[src/rtl/branch_pkg.sv]
// ----------------------------------------------------------------------------
// branch_pkg
// Shared definitions for the sequential branch comparison unit:
//   - RISC-V branch funct3 encodings
//   - FSM state encoding (IDLE / BUSY / DONE)
//   - packed result record carried from the compare loop to the outputs
//   - helpers classifying funct3 and resolving the branch decision
// ----------------------------------------------------------------------------
package branch_pkg;

  // RISC-V branch condition encodings (instruction bits 14:12).
  localparam logic [2:0] F3_BEQ  = 3'b000;
  localparam logic [2:0] F3_BNE  = 3'b001;
  localparam logic [2:0] F3_BLT  = 3'b100;
  localparam logic [2:0] F3_BGE  = 3'b101;
  localparam logic [2:0] F3_BLTU = 3'b110;
  localparam logic [2:0] F3_BGEU = 3'b111;

  // FSM state encoding, kept as plain constants so older tools and
  // waveform viewers that key on raw values keep working.
  localparam logic [1:0] ST_IDLE = 2'b00;
  localparam logic [1:0] ST_BUSY = 2'b01;
  localparam logic [1:0] ST_DONE = 2'b10;

  // Everything the unit presents alongside out_valid.
  typedef struct packed {
    logic taken;
    logic illegal;
    logic eq;
    logic lt;
  } branch_result_t;

  localparam branch_result_t RESULT_CLEAR = '{taken: 1'b0, illegal: 1'b0, eq: 1'b0, lt: 1'b0};

  // Signed comparisons are BLT and BGE only.
  function automatic logic is_signed(input logic [2:0] f3);
    return (f3 == F3_BLT) || (f3 == F3_BGE);
  endfunction

  // 010 and 011 are unassigned in the branch opcode space.
  function automatic logic is_illegal(input logic [2:0] f3);
    return (f3 == 3'b010) || (f3 == 3'b011);
  endfunction

  // Resolve the branch decision from the final equality / less-than flags.
  function automatic logic branch_taken(input logic [2:0] f3,
                                        input logic       eq,
                                        input logic       lt);
    logic t;
    case (f3)
      F3_BEQ:           t = eq;
      F3_BNE:           t = ~eq;
      F3_BLT, F3_BLTU:  t = lt;
      F3_BGE, F3_BGEU:  t = ~lt;
      default:          t = 1'b0;
    endcase
    return t;
  endfunction

endpackage

[src/rtl/branch_chunk_cmp.sv]
// ----------------------------------------------------------------------------
// branch_chunk_cmp
// Purely combinational W-bit comparator used for one chunk per cycle.
// Ports:
//   a, b      : chunk operands (unsigned W-bit values)
//   sign_fix  : invert the MSB of both operands before the magnitude compare,
//               turning a two's-complement compare into an unsigned one
//               (only asserted for the top chunk of a signed branch)
//   eq        : a == b
//   lt        : a < b after the optional MSB inversion
// ----------------------------------------------------------------------------
module branch_chunk_cmp
  import branch_pkg::*;
#(
  parameter int W = 8
) (
  input  logic [W-1:0] a,
  input  logic [W-1:0] b,
  input  logic         sign_fix,
  output logic         eq,
  output logic         lt
);

  logic [W-1:0] mask_s;
  logic [W-1:0] a_fix_s;
  logic [W-1:0] b_fix_s;

  // Build a mask with only the MSB set when sign_fix is requested; written
  // bitwise so it also works for W == 1.
  always_comb begin
    mask_s        = '0;
    mask_s[W-1]   = sign_fix;
  end

  assign a_fix_s = a ^ mask_s;
  assign b_fix_s = b ^ mask_s;

  // Flipping the same bit on both sides never changes equality.
  assign eq = (a == b);
  assign lt = (a_fix_s < b_fix_s);

endmodule

[src/rtl/branch_compare_seq.sv]
// ----------------------------------------------------------------------------
// branch_compare_seq
// Multi-cycle branch comparison unit covering BEQ/BNE/BLT/BGE/BLTU/BGEU at a
// configurable operand width. Operands are compared CHUNK bits per cycle,
// most-significant chunk first, stopping at the first differing chunk.
//
// Ports:
//   clk        : clock, rising edge
//   rst        : asynchronous, active-high reset
//   in_valid   : request valid (funct3/rs1/rs2 meaningful)
//   in_ready   : unit idle and able to accept a request
//   funct3     : branch condition, RISC-V encoding
//   rs1, rs2   : operands A and B
//   out_valid  : result valid, held until out_ready is seen
//   out_ready  : consumer accepts the result
//   taken      : branch condition true
//   illegal    : funct3 was 010 or 011
//   eq_o       : rs1 == rs2
//   lt_o       : rs1 < rs2 under the selected signedness
//
// Latency (accept edge to first edge with out_valid high):
//   illegal funct3 -> 1, first differing chunk k (1-based from MSB) -> k+1,
//   equal operands -> NCHUNK+1.
// ----------------------------------------------------------------------------
module branch_compare_seq
  import branch_pkg::*;
#(
  parameter int XLEN  = 32,
  parameter int CHUNK = 8
) (
  input  logic            clk,
  input  logic            rst,
  input  logic            in_valid,
  output logic            in_ready,
  input  logic [2:0]      funct3,
  input  logic [XLEN-1:0] rs1,
  input  logic [XLEN-1:0] rs2,
  output logic            out_valid,
  input  logic            out_ready,
  output logic            taken,
  output logic            illegal,
  output logic            eq_o,
  output logic            lt_o
);

  localparam int NCHUNK = XLEN / CHUNK;
  localparam int IDXW   = (NCHUNK > 1) ? $clog2(NCHUNK) : 1;
  localparam logic [IDXW-1:0] IDX_MAX = IDXW'(NCHUNK - 1);

  // Reject geometries where the operand does not split into whole chunks.
  if ((CHUNK < 1) || ((XLEN % CHUNK) != 0)) begin : g_bad_chunk
    $error("branch_compare_seq: XLEN must be a positive multiple of CHUNK");
  end

  // --------------------------------------------------------------------------
  // State
  // --------------------------------------------------------------------------
  logic [1:0]      state_r,  state_s;
  logic [IDXW-1:0] idx_r,    idx_s;
  logic [XLEN-1:0] a_r,      a_s;
  logic [XLEN-1:0] b_r,      b_s;
  logic [2:0]      f3_r,     f3_s;
  logic            valid_r,  valid_s;
  branch_result_t  res_r,    res_s;

  // --------------------------------------------------------------------------
  // Chunk selection: slice the latched operands into an indexable array so the
  // current chunk is a plain array read instead of a variable part-select.
  // --------------------------------------------------------------------------
  logic [CHUNK-1:0] a_chunk_s [NCHUNK];
  logic [CHUNK-1:0] b_chunk_s [NCHUNK];

  for (genvar gi = 0; gi < NCHUNK; gi++) begin : g_slice
    assign a_chunk_s[gi] = a_r[gi*CHUNK +: CHUNK];
    assign b_chunk_s[gi] = b_r[gi*CHUNK +: CHUNK];
  end

  logic [CHUNK-1:0] cur_a_s;
  logic [CHUNK-1:0] cur_b_s;
  logic             sign_fix_s;
  logic             cmp_eq_s;
  logic             cmp_lt_s;
  logic             accept_s;

  assign cur_a_s = a_chunk_s[idx_r];
  assign cur_b_s = b_chunk_s[idx_r];

  // Only the top chunk carries the sign bit, so only it needs the MSB flip.
  assign sign_fix_s = is_signed(f3_r) && (idx_r == IDX_MAX);

  branch_chunk_cmp #(
    .W (CHUNK)
  ) u_chunk_cmp (
    .a        (cur_a_s),
    .b        (cur_b_s),
    .sign_fix (sign_fix_s),
    .eq       (cmp_eq_s),
    .lt       (cmp_lt_s)
  );

  // in_ready is derived from state and forced low during reset so no request
  // can be considered accepted while the unit is being cleared.
  assign in_ready = (state_r == ST_IDLE) && !rst;
  assign accept_s = in_valid && in_ready;

  // Next-state and datapath update for the IDLE / BUSY / DONE sequence.
  always_comb begin
    state_s = state_r;
    idx_s   = idx_r;
    a_s     = a_r;
    b_s     = b_r;
    f3_s    = f3_r;
    valid_s = valid_r;
    res_s   = res_r;

    case (state_r)
      ST_IDLE: begin
        if (accept_s) begin
          a_s   = rs1;
          b_s   = rs2;
          f3_s  = funct3;
          idx_s = IDX_MAX;
          if (is_illegal(funct3)) begin
            // Nothing to compare: report straight away.
            state_s = ST_DONE;
            valid_s = 1'b1;
            res_s   = '{taken: 1'b0, illegal: 1'b1, eq: 1'b0, lt: 1'b0};
          end else begin
            state_s = ST_BUSY;
            valid_s = 1'b0;
            res_s   = RESULT_CLEAR;
          end
        end else begin
          state_s = ST_IDLE;
        end
      end

      ST_BUSY: begin
        if (!cmp_eq_s) begin
          // First differing chunk decides the ordering of the whole operand.
          state_s = ST_DONE;
          valid_s = 1'b1;
          res_s   = '{taken:   branch_taken(f3_r, 1'b0, cmp_lt_s),
                      illegal: 1'b0,
                      eq:      1'b0,
                      lt:      cmp_lt_s};
        end else if (idx_r == '0) begin
          // Every chunk matched.
          state_s = ST_DONE;
          valid_s = 1'b1;
          res_s   = '{taken:   branch_taken(f3_r, 1'b1, 1'b0),
                      illegal: 1'b0,
                      eq:      1'b1,
                      lt:      1'b0};
        end else begin
          idx_s = idx_r - IDXW'(1);
        end
      end

      ST_DONE: begin
        if (out_ready) begin
          // Result consumed; return to IDLE, a new request waits a cycle.
          state_s = ST_IDLE;
          valid_s = 1'b0;
          res_s   = RESULT_CLEAR;
          idx_s   = IDX_MAX;
        end else begin
          state_s = ST_DONE;
        end
      end

      default: begin
        state_s = ST_IDLE;
        valid_s = 1'b0;
        res_s   = RESULT_CLEAR;
        idx_s   = IDX_MAX;
      end
    endcase
  end

  // State and result registers; reset discards any in-flight comparison.
  always_ff @(posedge clk or posedge rst) begin
    if (rst) begin
      state_r <= ST_IDLE;
      idx_r   <= IDX_MAX;
      a_r     <= '0;
      b_r     <= '0;
      f3_r    <= 3'b000;
      valid_r <= 1'b0;
      res_r   <= RESULT_CLEAR;
    end else begin
      state_r <= state_s;
      idx_r   <= idx_s;
      a_r     <= a_s;
      b_r     <= b_s;
      f3_r    <= f3_s;
      valid_r <= valid_s;
      res_r   <= res_s;
    end
  end

  assign out_valid = valid_r;
  assign taken     = res_r.taken;
  assign illegal   = res_r.illegal;
  assign eq_o      = res_r.eq;
  assign lt_o      = res_r.lt;

endmodule

[config.mk]
export PLATFORM = sky130hd
export DESIGN_NAME = branch_compare_seq
export DESIGN_NICKNAME = d
export VERILOG_FILES = /design/src/rtl/branch_pkg.sv /design/src/rtl/branch_chunk_cmp.sv /design/src/rtl/branch_compare_seq.sv
export SDC_FILE = /design/constraint.sdc
export NUM_CORES = 1
export LEC_CHECK = 0
export CORE_AREA = 8 8 99 101
export CTS_CLUSTER_SIZE = 10
export DETAILED_ROUTE_END_ITERATION = 6
export DIE_AREA = 0 0 107 109
export HOLD_SLACK_MARGIN = 0.06
export PLACE_DENSITY = 0.77
export REMOVE_ABC_BUFFERS = 1
export SYNTH_ARGS = -nofsm -noshare
export SYNTH_HDL_FRONTEND = slang
export SYNTH_SLANG_ARGS = --single-unit
[constraint.sdc]
create_clock -name clk -period 4 [get_ports clk]
set_input_delay 0.8 -clock clk [delete_from_list [all_inputs] [get_ports clk]]
set_output_delay 0.8 -clock clk [all_outputs]
set_load 0.05 [all_outputs]
==> results of run 1 <==
[layout make-up]
type                            count  area, um^2  area share
Tap cell                          108       135.1     0.02893
Multi-Input combinational cell    149        1582      0.3386
Clock inverter                      4       72.57     0.01554
Clock buffer                       11       151.4     0.03241
Timing Repair Buffer               78       775.7      0.1661
Inverter                           13       50.05     0.01072
Sequential cell                    76        1904      0.4077
[power breakdown]
group	internal (W)	leakage [nW]	switching, W
combinational	0.000400	0.978	0.000245
clock	0.000381	0.111	0.000271
sequential	0.000981	0.902	0.000117
[cells by family after synthesis]
kind of cell,share of synthesized area
multiplexers,0.3193
flip-flops,0.5311
AND/OR/NAND/NOR,0.04850
buffers and inverters,0.02931
AO/OA/AOI/OAI,0.03803
adder cells (fa/ha/maj),0.03140
XOR/XNOR,0.002443
[critical path, delay by kind of cell (launching register included)]
| kind | cells | cell delay [ns] |
|---|---|---|
| mux | 1 | 0.63 |
| fa+ha+maj | 1 | 0.23 |
| buf+inv | 1 | 0.07 |
| simple gates | 2 | 0.38 |
| compound gates | 4 | 0.91 |
| flops | 1 | 0.93 |
[registers in the layout, summed over array words and instances (netlist names)]
| signal | cells |
|---|---|
| b_r | 32 |
| a_r | 32 |
| out_valid | 1 |
| f3_r | 3 |
| lt_o | 1 |
| state_r | 2 |
| illegal | 1 |
| taken | 1 |
| idx_r | 2 |
| eq_o | 1 |
[per-stage QoR]
stage	hold WS [ns]	worst slack [ns]
after global placement	0.4677	0.8244
after floorplan	0.4721	-4.026
after global routing	0.5210	0.5184
final	0.4945	0.7593
after detailed placement	0.4784	0.7382
after CTS	0.4968	0.7102
[Yosys cell counts (all sizes together), types with 2 or more instances]
cell type | count | area (um^2)
nand2 | 9 | 33.78
inv | 13 | 48.80
dfstp | 2 | 52.55
o211ai | 2 | 15.01
mux2 | 68 | 769.5
nor2 | 8 | 30.03
ha | 9 | 112.6
a21o | 2 | 15.01
dfrtp | 74 | 1852
nor3 | 3 | 15.01
mux4 | 16 | 375.4
o21ai | 4 | 20.02
clkbuf | 9 | 33.78
and2 | 2 | 12.51
a21oi | 4 | 20.02
a31oi | 2 | 12.51
nand3 | 2 | 10.01
buf | 4 | 22.52
nor2b | 3 | 18.77
nand2b | 3 | 18.77
[routing by layer]
| metal | up-vias | track usage | routed length [um] | part of all wire |
|---|---|---|---|---|
| li1 | 1066 | - | - | - |
| met1 | 1133 | 0.1735 | 3405 | 0.47 |
| met2 | 55 | 0.1989 | 3298 | 0.45 |
| met3 | 15 | 0.04314 | 408 | 0.056 |
| met4 | 0 | 0.06834 | 170 | 0.023 |
| met5 | - | 0 | 0 | 0 |
[worst max path at each step]
| stage | from | to | slack, ns | depth (start not counted) |
|---|---|---|---|---|
| finish | idx_r[0] | taken | 0.76 | 9 |
| global route | idx_r[0] | taken | 0.52 | 9 |
| global placement | idx_r[0] | taken | 0.82 | 9 |
| CTS | idx_r[0] | taken | 0.71 | 9 |
| floorplan | rst | a_r[0] | -4.03 | 4 |
| detailed placement | idx_r[0] | taken | 0.74 | 9 |
==> flow_summary_export.csv, run 1 <==
group,metric,value,unit
status,status,"complete, no violations",
hold_path,worst_hold_path_type,"reg -> reg",
global_route,antenna_found_initial,0,
setup_path,reg2reg_depth,9,
clocking,post_cts_resized,0,
detailed_routing,vias,2269,
hold_path,min_to,"illegal",
cells_and_area,fin_area,4671,um^2
sta,tightestPinTransition,0.9368,ns
cells_and_area,final_nets,407,
setup_path,r2r-start,"idx_r[0]",
die,die_area,11660,um^2
synthesis,synth.distinct_cells,35,
setup_path,slowest_stage,"dfstp_2",
clocking,root_buffer,"clkbuf_8",
placement,placedCellCount,424,
sta,rsz0062_at_grt,"no",
clocking,tritoncts,"built",
setup_path,criticalPathCategory,"reg -> reg",
cells_and_area,fin_util,0.5573,
clocking,clock_sinks,76,
detailed_routing,drc,0,
sta,finalCritPeriodShare,0.8102,
setup_path,end_kind,"flop",
sta,final-hold-violation-count,0,
pwr,fin_total_pwr,0.002396,W
placement,placed_area,4447,um^2
die,io_pins,77,
sta,finalSetupViolCount,0,
cells_and_area,final_common_cell,"clkdlybuf4s50_1",
setup_path,path_cells,"mux4_1, inv_1, ha_1, and3_1, a221oi_1, nand3_1, a21o_1, a2111o_1, o211ai_1",
cells_and_area,layout_common_cells,"76 x clkdlybuf4s50_1, 74 x dfrtp_1, 67 x mux2_2",
sta,max_freq,308.6,MHz
detailed_routing,drtIter0Drc,57,
detailed_routing,ant_nets,0,
clocking,cts_buffer_depth,2,
clocking,clk_latency,0.35,ns
sta,skew,0.009801,ns
clocking,htreeDepth,3,
placement,dp_hpwl,5.280,mm
sta,period_needed,3.241,ns
synthesis,synth_cells,251,
hold_path,hp-start,"illegal",
detailed_routing,routed_wl,7.283,mm
clocking,cts_buffers,9,
die,start_util,0.4279,
clocking,path_clk_slew,0.08,ns
hold_path,hold_depth,2,
synthesis,synth_edf_count,0,
pwr,leakage,1.992,nW
sta,slew_violations,0,
sta,slew_headroom,0.3755,
placement,gp_congestion,0.7743,
global_route,grt_first_pass_wirelength,12.22,mm
pwr,worst_ir_drop_vdd,255.0,uV
synthesis,synth_warnings,0,
die,coreArea,8381,um^2
synthesis,synth_seq_area_share,0.5311,
cells_and_area,final-instance-count-excl-fill,439,
cells_and_area,area_delta_synth_final,30.25,%
sta,setup_tns,0,ns
global_route,groute.usage.overall,0.1342,
synthesis,synth_seq_cells,76,
detailed_routing,drtPass1Iterations,3,
die,die_w,107,um
synthesis,syn_area,3586,um^2
clocking,post_cts_buffers,0,
die,fp.dieH,109,um
setup_path,r2r_slack,0.76,ns
setup_path,critPathMaxStageDelay,0.93,ns
placement,portBuffers,76,
synthesis,ys.flop_type,"dfrtp_1",
detailed_routing,routedWlPerCell,16.59,um
clocking,cts_hold_buf,0,
setup_path,worstReg2RegEnd,"taken",
die,rows,34,
cells_and_area,layout-drive-gt1-share,0.3051,
synthesis,async_flop_share,1.000,
detailed_routing,via_per_inst,5.169,
setup_path,cp.arrival,3.51,ns
pwr,power.density,512.9,nW/um^2
job,drv_cap,0,
cells_and_area,num_antenna_cells,0,
setup_path,cp-start-kind,"flop",
setup_path,critPathMaxFanout,18,
setup_path,worst_ep_required_time,4.27,ns
global_route,grt_max_degree,78,
cells_and_area,nFillCells,683,
global_route,grt-ovfl-total,0,
global_route,grt_pass1_vias,2452,
synthesis,avgSynthCellArea,14.29,um^2
Note: power is estimated with default switching activity, not from simulation.
==> run 2, diff against run 1 <==
Clock period 4 ns to 3 ns, I/O delays scaled along.
==> flow_summary_export.csv, run 2 (synthesis gave the netlist of run 1 again) <==
group,metric,value,unit
global_route,grt-ovfl-total,0,
setup_path,slowest_stage,"dfstp_2",
detailed_routing,routed_wl,7.719,mm
detailed_routing,vias,2321,
die,rows,34,
sta,max_freq,343.8,MHz
clocking,cts_hold_buf,0,
global_route,groute.usage.overall,0.1389,
pwr,fin_total_pwr,0.003087,W
global_route,grt_pass1_vias,2503,
job,drv_cap,0,
cells_and_area,area_delta_synth_final,32.27,%
sta,slew_headroom,0.5498,
sta,tightestPinTransition,0.6753,ns
hold_path,worst_hold_path_type,"reg -> reg",
cells_and_area,final_common_cell,"clkdlybuf4s50_1",
cells_and_area,final-instance-count-excl-fill,451,
cells_and_area,final_nets,418,
sta,finalCritPeriodShare,0.9696,
setup_path,critPathMaxStageDelay,0.61,ns
cells_and_area,reg_top3,"a_r x32, b_r x32, f3_r x3",
placement,portBuffers,76,
pwr,leakage,1.999,nW
detailed_routing,via_per_inst,5.146,
clocking,tritoncts,"built",
cells_and_area,layout_common_cells,"75 x clkdlybuf4s50_1, 74 x dfrtp_1, 67 x mux2_2",
status,status,"complete, no violations",
global_route,grt_first_pass_wirelength,12.70,mm
detailed_routing,routedWlPerCell,17.12,um
clocking,cts_buffer_depth,2,
global_route,grt_max_degree,70,
detailed_routing,drtIter0Drc,101,
sta,finalSetupViolCount,0,
detailed_routing,ant_nets,0,
die,die_w,107,um
setup_path,cp.arrival,3.18,ns
die,start_util,0.4279,
sta,final-hold-violation-count,0,
setup_path,cp_common_cell,"a21o_1",
sta,hold-worst-slack,0.4824,ns
setup_path,criticalPathCategory,"reg -> reg",
die,die_area,11660,um^2
die,coreArea,8381,um^2
clocking,root_buffer,"clkbuf_8",
setup_path,cp-start-kind,"flop",
pwr,worst_ir_drop_vdd,269.0,uV
sta,period_needed,2.909,ns
sta,skew,0.006542,ns
cells_and_area,nFillCells,691,
setup_path,worst_ep_required_time,3.27,ns
clocking,path_clk_slew,0.08,ns
die,io_pins,77,
setup_path,critPathMaxFanout,5,
placement,gp_congestion,0.8331,
clocking,clock_sinks,76,
clocking,cts_buffers,9,
placement,dp_hpwl,5.635,mm
detailed_routing,drc,0,
cells_and_area,layout-drive-gt1-share,0.3528,
cells_and_area,num_antenna_cells,0,
detailed_routing,drtPass1Iterations,6,
global_route,antenna_found_initial,0,
die,fp.dieH,109,um
sta,slew_violations,0,
setup_path,path_cells,"buf_6, mux4_2, ha_1, a21o_1, a221oi_2, nand3_1, a21o_1, a2111o_1, o211ai_1",
pwr,power.density,650.8,nW/um^2
cells_and_area,fin_area,4743,um^2
placement,placed_area,4524,um^2
clocking,htreeDepth,3,
clocking,clk_latency,0.35,ns
setup_path,end_kind,"flop",
placement,placedCellCount,433,
-- run 2: cell types whose count changed in the layout (fill, tap and decap cells not counted), sizes merged --
cell | before | now
bufinv | 2 | 0
clkinv | 2 | 4
buf | 2 | 14
clkbuf | 11 | 10
clkdlybuf4s50 | 76 | 75
clkinvlp | 1 | 3
-- run 2: timing repair --
item                                    CTS  global route
resized for setup                         0            10
buffers inserted                          0             2
endpoints found under the setup margin    0             4
-- run 2: per-layer routing --
metal,track usage,routed length [um]
met1,0.1824,3602
met2,0.2123,3571
met5,0,0
met4,0.06231,144
met3,0.03664,401
-- run 2: worst paths after layout --
check / from / endpoint / slack (ns) / depth (start not counted)
hold / removal: illegal / illegal / 0.48 / 2
setup / recovery: idx_r[0] / taken / 0.09 / 9
setup reg to reg: idx_r[0] / taken / 0.09 / 9
max in group asynchronous: rst / a_r[27] / 1.39 / 4
hold reg to reg: illegal / illegal / 0.48 / 2
min in group asynchronous: rst / a_r[14] / 0.64 / 3
-- run 2: critical path: cells and delay by family (launching register included) --
kind	cells	cell delay (ns)
mux	1	0.49
flops	1	0.61
fa+ha+maj	1	0.32
buf+inv	1	0.15
compound gates	5	1.12
simple gates	1	0.15
-- run 2: layout make-up --
class | count | area (um^2) | area share
Inverter | 13 | 50.05 | 0.01055
Sequential cell | 76 | 1904 | 0.4015
Clock buffer | 10 | 127.6 | 0.02691
Clock inverter | 6 | 41.29 | 0.008705
Multi-Input combinational cell | 149 | 1609 | 0.3392
Timing Repair Buffer | 89 | 875.8 | 0.1846
Tap cell | 108 | 135.1 | 0.02849
-- run 2: where the power goes --
| part | internal (W) | leakage [nW] | switching [W] | total, W |
|---|---|---|---|---|
| clock network | 0.000298 | 0.0783 | 0.000380 | 0.000678 |
| registers | 0.00131 | 0.902 | 0.000168 | 0.00148 |
| logic | 0.000573 | 1.02 | 0.000359 | 0.000932 |
| total | 0.00218 | 2.00 | 0.000907 | 0.00309 |
-- run 2: through the flow --
stage / utilization / setup TNS [ns] / setup slack (ns)
floorplan: - / -327.93 / -4.826
global placement: 0.5399 / 0 / 0.1020
detailed placement: 0.5399 / 0 / 0.05367
CTS: 0.5600 / 0 / 0.03100
global route: 0.5660 / -0.04576 / -0.04576
finish: 0.5660 / 0 / 0.09109
==> run 3, diff against run 2 <==
--- a/config.mk
+++ b/config.mk
@@ -13,2 +13,3 @@
 export PLACE_DENSITY = 0.77
+export RECOVER_POWER = 25
 export REMOVE_ABC_BUFFERS = 1
==> constraint.sdc (replaced) <==
create_clock -name clk -period 3 [get_ports clk]
set_input_delay 0.3 -clock clk [delete_from_list [all_inputs] [get_ports clk]]
set_output_delay 0.3 -clock clk [all_outputs]
set_load 0.05 [all_outputs]
==> flow_summary_export.csv, run 3 (synthesis gave the netlist of run 1 again) <==
group,metric,value,unit
status,status,"finished with violations",
status,violations,"max-capacitance violations, max-slew violations",
cells_and_area,final_nets,417,
detailed_routing,routed_wl,7.813,mm
die,fp.dieH,109,um
cells_and_area,layout-drive-gt1-share,0.3421,
detailed_routing,via_per_inst,5.169,
clocking,clk_latency,0.35,ns
sta,rsz0062_at_grt,"yes",
placement,pre_cts_slack,0.05537,ns
sta,max_freq,343.7,MHz
pwr,leakage,2.045,nW
pwr,fin_total_pwr,0.003310,W
cells_and_area,nFillCells,684,
setup_path,reg2reg_depth,9,
placement,gp_congestion,0.8049,
die,rows,34,
die,die_area,11660,um^2
setup_path,r2r_slack,0.09,ns
sta,tightestPinTransition,1.877,ns
pwr,worst_ir_drop_vdd,387.9,uV
sta,period_needed,2.909,ns
sta,finalSetupViolCount,0,
detailed_routing,drtIter0Drc,100,
global_route,groute.usage.overall,0.1424,
job,drv_cap,1,
clocking,cts_buffers,9,
hold_path,worst_hold_path_type,"reg -> reg",
detailed_routing,drc,0,
clocking,cts_hold_buf,0,
detailed_routing,routedWlPerCell,17.36,um
placement,portBuffers,76,
setup_path,cp-startpoint,"idx_r[0]",
cells_and_area,seq_area,1904,um^2
global_route,grt-ovfl-total,0,
detailed_routing,vias,2326,
sta,slew_violations,78,
die,coreArea,8381,um^2
clocking,clock_sinks,76,
global_route,globalRouteMet2Util,0.2211,
sta,setup_tns,0,ns
cells_and_area,area_delta_synth_final,34.05,%
clocking,cts_buffer_depth,2,
cells_and_area,multi_input_area,1612,um^2
clocking,root_buffer,"clkbuf_8",
sta,final-hold-violation-count,0,
die,io_pins,77,
die,die_w,107,um
placement,dp_hpwl,5.647,mm
hold_path,hold_depth,2,
sta,finalCritPeriodShare,0.9698,
cells_and_area,final_common_cell,"clkdlybuf4s50_1",
detailed_routing,drtPass1Iterations,4,
setup_path,critPathMaxFanout,5,
setup_path,criticalPathCategory,"reg -> reg",
setup_path,worstReg2RegEnd,"taken",
global_route,grt_first_pass_wirelength,12.78,mm
sta,slew_headroom,-0.2512,
global_route,grt_pass1_vias,2542,
setup_path,worst_ep_required_time,3.27,ns
cells_and_area,reg_top3,"a_r x32, b_r x32, f3_r x3",
global_route,grt_use_met1,0.1751,
clocking,tritoncts,"built",
hold_path,min_to,"illegal",
cells_and_area,layout_common_cells,"75 x clkdlybuf4s50_1, 74 x dfrtp_1, 67 x mux2_2",
pwr,power.density,688.7,nW/um^2
hold_path,hp-start,"illegal",
global_route,grt_max_degree,78,
setup_path,end_kind,"flop",
detailed_routing,ant_nets,0,
setup_path,cp.arrival,3.18,ns
global_route,antenna_found_initial,0,
clocking,htreeDepth,3,
setup_path,r2r-start,"idx_r[0]",
clocking,path_clk_slew,0.07,ns
cells_and_area,num_antenna_cells,0,
sta,fin_ws,0.09050,ns
global_route,top_usage_layer,"met2",
setup_path,cp-start-kind,"flop",
global_route,grtUsageMet3,0.05674,
sta,skew,0.007293,ns
die,start_util,0.4279,
run 3: routing by layer:
layer / share of wire / vias to the layer above
li1: - / 1083
met1: 0.44 / 1168
met2: 0.49 / 62
met3: 0.060 / 13
met4: 0.018 / 0
met5: 0 / -
run 3: worst max-delay path, cell delays in order (launching register included):
cell	delay (ns)
dfstp_2	0.62
buf_6	0.15
mux4_2	0.49
ha_1	0.33
a21o_1	0.18
a221oi_2	0.25
nand3_1	0.15
a21o_1	0.18
a2111o_1	0.40
o211ai_1	0.08
run 3: how the worst max path moves through the flow:
stage                  end  slack (ns)  depth (start not counted)
CTS                  taken        0.02                          9
finish               taken        0.09                          9
detailed placement   taken        0.06                          9
global route         taken       -0.01                         12
floorplan           a_r[0]       -4.53                          4
global placement     taken        0.11                          9
run 3: what timing repair did:
item | 4_1_cts | 5_1_grt
gates resized for setup | 0 | 7
setup endpoints to repair | 0 | 4
buffers inserted | 0 | 1
run 3: through the flow:
| step | utilization | hold slack [ns] | cell area [um^2] | instances |
|---|---|---|---|---|
| global route | 0.5736 | 0.5189 | 4807 | 450 |
| finish | 0.5736 | 0.4906 | 4807 | 450 |
| detailed placement | 0.5402 | 0.4784 | 4527 | 433 |
| floorplan | - | 0.4168 | 3530 | 238 |
| CTS | 0.5685 | 0.4965 | 4765 | 449 |
| global placement | 0.5402 | 0.4674 | 4527 | 433 |
run 3: final cells by class:
class	instances	area share
clock buffers	9	0.02577
clock inverters	7	0.02369
inverters	13	0.01041
multi-input cells	149	0.3352
flip-flops and latches	76	0.3961
well taps	108	0.02811
repair buffers	88	0.1806
run 3: where the power goes:
| group | switching [W] | total [W] | internal [W] |
|---|---|---|---|
| clock | 0.000375 | 0.000925 | 0.000551 |
| combinational | 0.000353 | 0.000908 | 0.000555 |
| sequential | 0.000168 | 0.00148 | 0.00131 |
| total | 0.000896 | 0.00331 | 0.00241 |
